### config.mk
export PLATFORM = sky130hd
export DESIGN_NAME = in_port_ctrl
export DESIGN_NICKNAME = d
export VERILOG_FILES = /design/src/rtl/in_port_ctrl.sv
export SDC_FILE = /design/constraint.sdc
export NUM_CORES = 1
export LEC_CHECK = 0
export CAP_MARGIN = 20
export CORE_MARGIN = 2
export CORE_UTILIZATION = 50
export DETAILED_ROUTE_END_ITERATION = 12
export PLACE_DENSITY = 0.88
export SYNTH_ARGS = -nofsm -noshare
export SYNTH_HDL_FRONTEND = slang
export SYNTH_SLANG_ARGS = --single-unit
### constraint.sdc
create_clock -name clk -period 3.17 [get_ports clk]
set_input_delay 0.634 -clock clk [delete_from_list [all_inputs] [get_ports clk]]
set_output_delay 0.634 -clock clk [all_outputs]
set_load 0.02 [all_outputs]
### src/rtl/in_port_ctrl.sv
// Input-device side of the `in` handshake: synchronizes the switches, debounces the enter
// button and sequences a clean enter level (low -> high -> low) with the captured switch word.
module in_port_ctrl #(
  parameter int unsigned SW_W       = 18,
  parameter int unsigned DATA_W     = 32,
  parameter int unsigned DEB_CYCLES = 500000
) (
  input  logic              clk,
  input  logic              reset,
  input  logic              btn_raw,
  input  logic [SW_W-1:0]   sw_raw,
  input  logic              in_req,
  output logic              enter,
  output logic [DATA_W-1:0] data_out,
  output logic              waiting
);

  localparam int unsigned CNT_W = $clog2(DEB_CYCLES);
  localparam logic [CNT_W-1:0] CNT_MAX = CNT_W'(DEB_CYCLES - 1);

  typedef enum logic [1:0] {
    IDLE,
    ARMED,
    PRESSED,
    RELEASED
  } state_t;

  logic              btn_s1_q, btn_s2_q;
  logic [SW_W-1:0]   sw_s1_q, sw_s2_q;
  logic              btn_clean_q, btn_clean_d;
  logic [CNT_W-1:0]  cnt_q, cnt_d;
  state_t            state_q, state_d;
  logic              enter_q, enter_d;
  logic              waiting_q, waiting_d;
  logic [DATA_W-1:0] data_q, data_d;

  // Debounce: the synchronized level must differ from the clean level for DEB_CYCLES
  // consecutive cycles before the clean level follows it.
  always_comb begin
    btn_clean_d = btn_clean_q;
    cnt_d       = '0;
    if (btn_s2_q != btn_clean_q) begin
      if (cnt_q == CNT_MAX) begin
        btn_clean_d = ~btn_clean_q;
      end else begin
        cnt_d = cnt_q + CNT_W'(1);
      end
    end
  end

  always_comb begin
    state_d = state_q;
    case (state_q)
      IDLE:     if (in_req && !btn_clean_q) state_d = ARMED;
      ARMED:    if (!in_req) state_d = IDLE;
                else if (btn_clean_q) state_d = PRESSED;
      PRESSED:  if (!in_req) state_d = IDLE;
                else if (!btn_clean_q) state_d = RELEASED;
      RELEASED: if (!in_req) state_d = IDLE;
      default:  state_d = IDLE;
    endcase
  end

  // Outputs are decoded from the next state so they change on the same edge as the state.
  always_comb begin
    enter_d   = (state_d == PRESSED);
    waiting_d = (state_d == ARMED);
    data_d    = data_q;
    if (state_q == ARMED && state_d == PRESSED) begin
      data_d = DATA_W'(sw_s2_q);
    end
  end

  always_ff @(posedge clk) begin
    if (reset) begin
      btn_s1_q    <= 1'b0;
      btn_s2_q    <= 1'b0;
      sw_s1_q     <= '0;
      sw_s2_q     <= '0;
      btn_clean_q <= 1'b0;
      cnt_q       <= '0;
      state_q     <= IDLE;
      enter_q     <= 1'b0;
      waiting_q   <= 1'b0;
      data_q      <= '0;
    end else begin
      btn_s1_q    <= btn_raw;
      btn_s2_q    <= btn_s1_q;
      sw_s1_q     <= sw_raw;
      sw_s2_q     <= sw_s1_q;
      btn_clean_q <= btn_clean_d;
      cnt_q       <= cnt_d;
      state_q     <= state_d;
      enter_q     <= enter_d;
      waiting_q   <= waiting_d;
      data_q      <= data_d;
    end
  end

  assign enter    = enter_q;
  assign waiting  = waiting_q;
  assign data_out = data_q;

endmodule
==> Word-level counts from Yosys, hierarchy flattened <==
Index checks and enable logic that the tools add are counted.
{ "word_totals": {"regBits": 80, "inputBits": 22, "out_inout_bits": 34, "elab_cells": 33} }
{ "classes": {"n_addsub": 1, "n_eq_ne": 7, "n_mux": 7, "bitwise_logic": 2, "n_reduce_logical": 6} }
{ "op_table": {"columns": ["operator", "count"], "rows": [
  ["adder 19 x 1 -> 19 bit (second input constant)", 1],
  ["== test 19 bit (second input constant)", 1],
  ["2-to-1 mux 2 bit", 6],
  ["one-hot mux 2 bit (4 select lines)", 1],
  ["== test 2 bit (second input constant)", 3],
  ["== test 2 x 1 -> 1 bit (second input constant)", 2],
  ["OR reduction 3 bit", 1],
  ["logical AND 1 bit", 2],
  ["zero test 2 bit", 1],
  ["NOT 1 bit", 2],
  ["AND reduction 2 bit", 1],
  ["zero test 1 bit", 1],
  ["inequality test 1 bit", 1]
]} }

==> Depth between registers and ports, before layout <==
{ "depth": {"ltp_word": 6, "mapped_depth": 6, "depth_no_buf": 5} }

==> Worst setup path before layout <==
No wires, ideal clock.
{ "synth_timing": {"path_kind": "reg2reg", "from": "register cnt_q[0]", "to": "register cnt_q[10]", "arrival_time_ps": 1674, "required_ps": 3053, "setup_slack_ps": 1379, "stages_incl_launch_ff": 7, "n_path_buf": 1, "period_less_slack_ps": 1791, "path_cell_list": "dfxtp_1 ha_1 nand3_2 or3_1 o21ai_2 buf_2 nor2_1"} }
{ "synth_via": {"elab_chain_cells": 2} }
{ "synth_rtl": {"columns": ["item", "line_no", "rtl"], "rows": [
  ["from (decl)", "31", "logic [CNT_W-1:0] cnt_q, cnt_d;"],
  ["from (signal assigned)", "92", "cnt_q <= cnt_d;"],
  ["branches (longest 2 deep; another with adder 19 x 1 -> 19 bit)", null, null]
]} }
Several ways; the timed one is not identified.
A chain may end at the register's enable or synchronous reset.

==> Final worst setup path <==
{ "layout_timing": {"from": "register cnt_q[0]", "to": "register cnt_q[14]"} }
Same word-level chain as after synthesis.

==> summary.txt <==
Worst setup path
  • Critical setup path kind: flop to flop
  • CP max-delay cell: o21ai_2
  • Crit-path cells: ha_1 > nand3_2 > or3_1 > o21ai_2 > nor2_1
  • CP Max Fanout: 19
  • WP data arrival: 2.31 ns
  • Setup crit end kind: flop
  • Worst setup SP type: flop
  • CP max stage delay: roughly 0.61 ns
  • Critical Path RT: ~3.4 ns

Clock network
  • CTS root buffer: clkbuf_8
  • Post-CTS Repair Setup Buffers: 0
  • CTS sink cnt: 80
  • Num CTS Buffers: 9
  • Clock slew at reported path FFs: around 0.070 ns
  • CTS tree: built
  • Post-cts resize count: 0
  • Latest clock arrival within the worst-skew pair: ~0.34 ns
  • Number of H-tree levels: 3
  • CTS max path bufs: 2
  • CTS Hold Bufs: 0

Global route
  • Pin count of the biggest net entering global routing: 35
  • Vias in the first global route: 1846
  • GRT Util Overall: 0.166
  • Initial antenna violation count: 0
  • Global route overflow: 0
  • Global-route wire length before repair: between 8 and 9 mm

Floorplanning
  • I/O pins: 56
  • Die Wd: about 79 um
  • Die height: 78.7 um
  • Starting Density: 0.513
  • Core area: approximately 5400 um^2
  • Area of the die: 6200 um^2
  • # rows: 27

Final layout
  • Multi-input gate area: approximately 1100 um^2
  • Layout cells sized above 1: 0.0657
  • Register area: approximately 1600 um^2
  • Final Util: 0.628
  • Fillers: 440
  • # nets final: 354
  • Diodes inserted: 0
  • Design Area, Final: approximately 3400 um^2
  • Layout area overhead: 22.3%

Drt
  • Routed wire length: 4.68 mm
  • Wire per inst: about 12 um
  • Via density per instance: between 4 and 5
  • Count of antenna-violating nets left after detailed routing: 0
  • Starting DRT DRC Count: between 60 and 70
  • Vias: 1918
  • Drt first pass iters: 4
  • Final routed DRC violation total: 0

Power
  • Psw: 0.382 mW
  • Leakage: between 1 and 1.5 nW
  • Clock group share of total power: 0.425
  • Sw frac: 0.198
  • Power Density: 565 nW/um^2
  • Sequential power share: 0.536
  • Peak supply drop: 0.333 mV
  • Int Power: between 1.5 and 2 mW
  • Combinational group share of total power: 0.039

Place
  • Post-DP HPWL: about 3.2 mm
  • Final GP Congestion: ~0.73
  • Placed inst area: ~3200 um^2
  • IO buf count: 41
  • Worst slack at placement: around 0.9 ns

STA
  • Final hold violation count: 0
  • Worst-Margin Slew: approximately 0.76 ns
  • Setup violators final: 0
  • Unrepaired setup endpoints after global routing: no
  • Final setup TNS: 0 ns
  • Slew Viols, Final: 0
  • Rel. slew slack: 0.493
  • Final Worst Setup Slack: 1.06 ns
  • Worst Skew: slightly below 0.007 ns
  • Final min period: 2.11 ns
  • Final period util: 0.665
  • WHS: 0.432 ns
  • Peak Freq: roughly 0.47 GHz

Logic synthesis
  • YS warnings: 0
  • Mapped Cells: a little under 300
  • Seq/Total Area, Yosys: 0.574
  • Netlist Area Pre-Place: roughly 2800 um^2
  • Synthesized flop and latch total: 80
  • Post-synth cell types: 33
  • Mean Syn Cell Area: about 9.6 um^2

Worst hold path
  • Worst min-delay path category: flop to flop

Job
  • Max cap viols: 0

Run status
  • Status: finished, final reports clean
[Yosys cell counts, drive strengths merged]
master   number  area (um^2)
mux2i         1         10.0
conb          1         3.75
nand3         6         35.0
nor4b         1         8.76
nor3          5         25.0
or3           3         18.8
xor2          1         8.76
nand4b        1         8.76
and4b         1         10.0
nand2b        3         18.8
or4           1         11.3
xnor2        15          131
nand4         5         46.3
ha            1         12.5
nor2         22         82.6
nand4bb       1         11.3
nand2        40          150
nor3b         1         7.51
a21oi        23          115
a31o          1         8.76
nor2b        38          238
inv           6         22.5
clkbuf        8         30.0
nor4          5         37.5
dfxtp        80         1600
buf          17          119
o21ai         3         18.8
[worst paths after layout]
path                    start     endpoint  slack [ns]  cells past startpoint
setup reg to reg     cnt_q[0]    cnt_q[14]        1.06                      5
hold / removal    sw_s1_q[14]  sw_s2_q[14]        0.43                      1
hold reg to reg   sw_s1_q[14]  sw_s2_q[14]        0.43                      1
setup / recovery     cnt_q[0]    cnt_q[14]        1.06                      5
[sequential cells by signal, indices dropped and copies added, names as in the netlist]
register	cells
cnt_q	19
data_out	18
sw_s1_q	18
sw_s2_q	18
state_q	2
btn_clean_q	1
btn_s1_q	1
btn_s2_q	1
enter	1
waiting	1
[cell families after synthesis]
family,after synthesis,synth area share
muxes,1,0.00359
buffers and inverters,31,0.0614
xor gates and xnor gates,16,0.0502
adders and majority gates,1,0.00448
and+or+nand+nor,133,0.254
AOI/OAI and AO/OA,27,0.0511
DFF,80,0.574
other,1,0.00134
[routing by layer]
metal / up-vias / GRT usage / share of wire
li1: 993 / - / -
met1: 873 / 0.193 / 0.43
met5: - / 0 / 0
met4: 0 / 0.109 / 0.023
met2: 41 / 0.275 / 0.49
met3: 11 / 0.0364 / 0.051
[power by group through the flow]
stage	registers, mW	clock network [mW]	logic [mW]
floorplan	1.06	0	0.0560
global route	1.04	0.870	0.0822
finish	1.03	0.820	0.0746
global placement	1.06	0	0.0740
detailed placement	1.06	0	0.0747
CTS	1.03	0.830	0.0755
[placed cells by master, fill, tap and decap left out, drive strengths merged, types with 2 or more instances in the layout]
| cell | netlist | final |
|---|---|---|
| dfxtp | 80 | 80 |
| a21oi | 23 | 23 |
| nor2 | 22 | 22 |
| nor3 | 5 | 5 |
| nor4 | 5 | 5 |
| nor2b | 38 | 38 |
| inv | 6 | 6 |
| buf | 17 | 2 |
| conb | 1 | 14 |
| clkbuf | 8 | 12 |
| xnor2 | 15 | 15 |
| o21ai | 3 | 3 |
| bufinv | 0 | 2 |
| nand3 | 6 | 6 |
| nand4 | 5 | 5 |
| or3 | 3 | 3 |
| clkdlybuf4s50 | 0 | 40 |
| nand2b | 3 | 3 |
| nand2 | 40 | 40 |
[cell type report]
| cell class | count | share of cell area |
|---|---|---|
| Clock buffer | 12 | 0.0454 |
| Clock inverter | 3 | 0.0191 |
| Inverter | 6 | 0.00660 |
| Multi-Input combinational cell | 192 | 0.313 |
| Sequential cell | 80 | 0.469 |
| Tap cell | 72 | 0.0264 |
| Timing Repair Buffer | 42 | 0.121 |
[worst max-delay path, delay by kind of cell (launching register included)]
family | cells | cell delay, ns
compound gates | 1 | 0.61
fa+ha+maj | 1 | 0.22
flops | 1 | 0.37
simple gates | 3 | 0.76
[stage by stage]
| step | total power [mW] | std cells |
|---|---|---|
| 4_1_cts | 1.94 | 407 |
| 2_1_floorplan | 1.11 | 303 |
| 5_1_grt | 1.99 | 407 |
| 3_5_place_dp | 1.13 | 392 |
| 3_3_place_gp | 1.13 | 392 |
| 6_report | 1.93 | 407 |
Note: power is estimated with default switching activity, not from simulation.
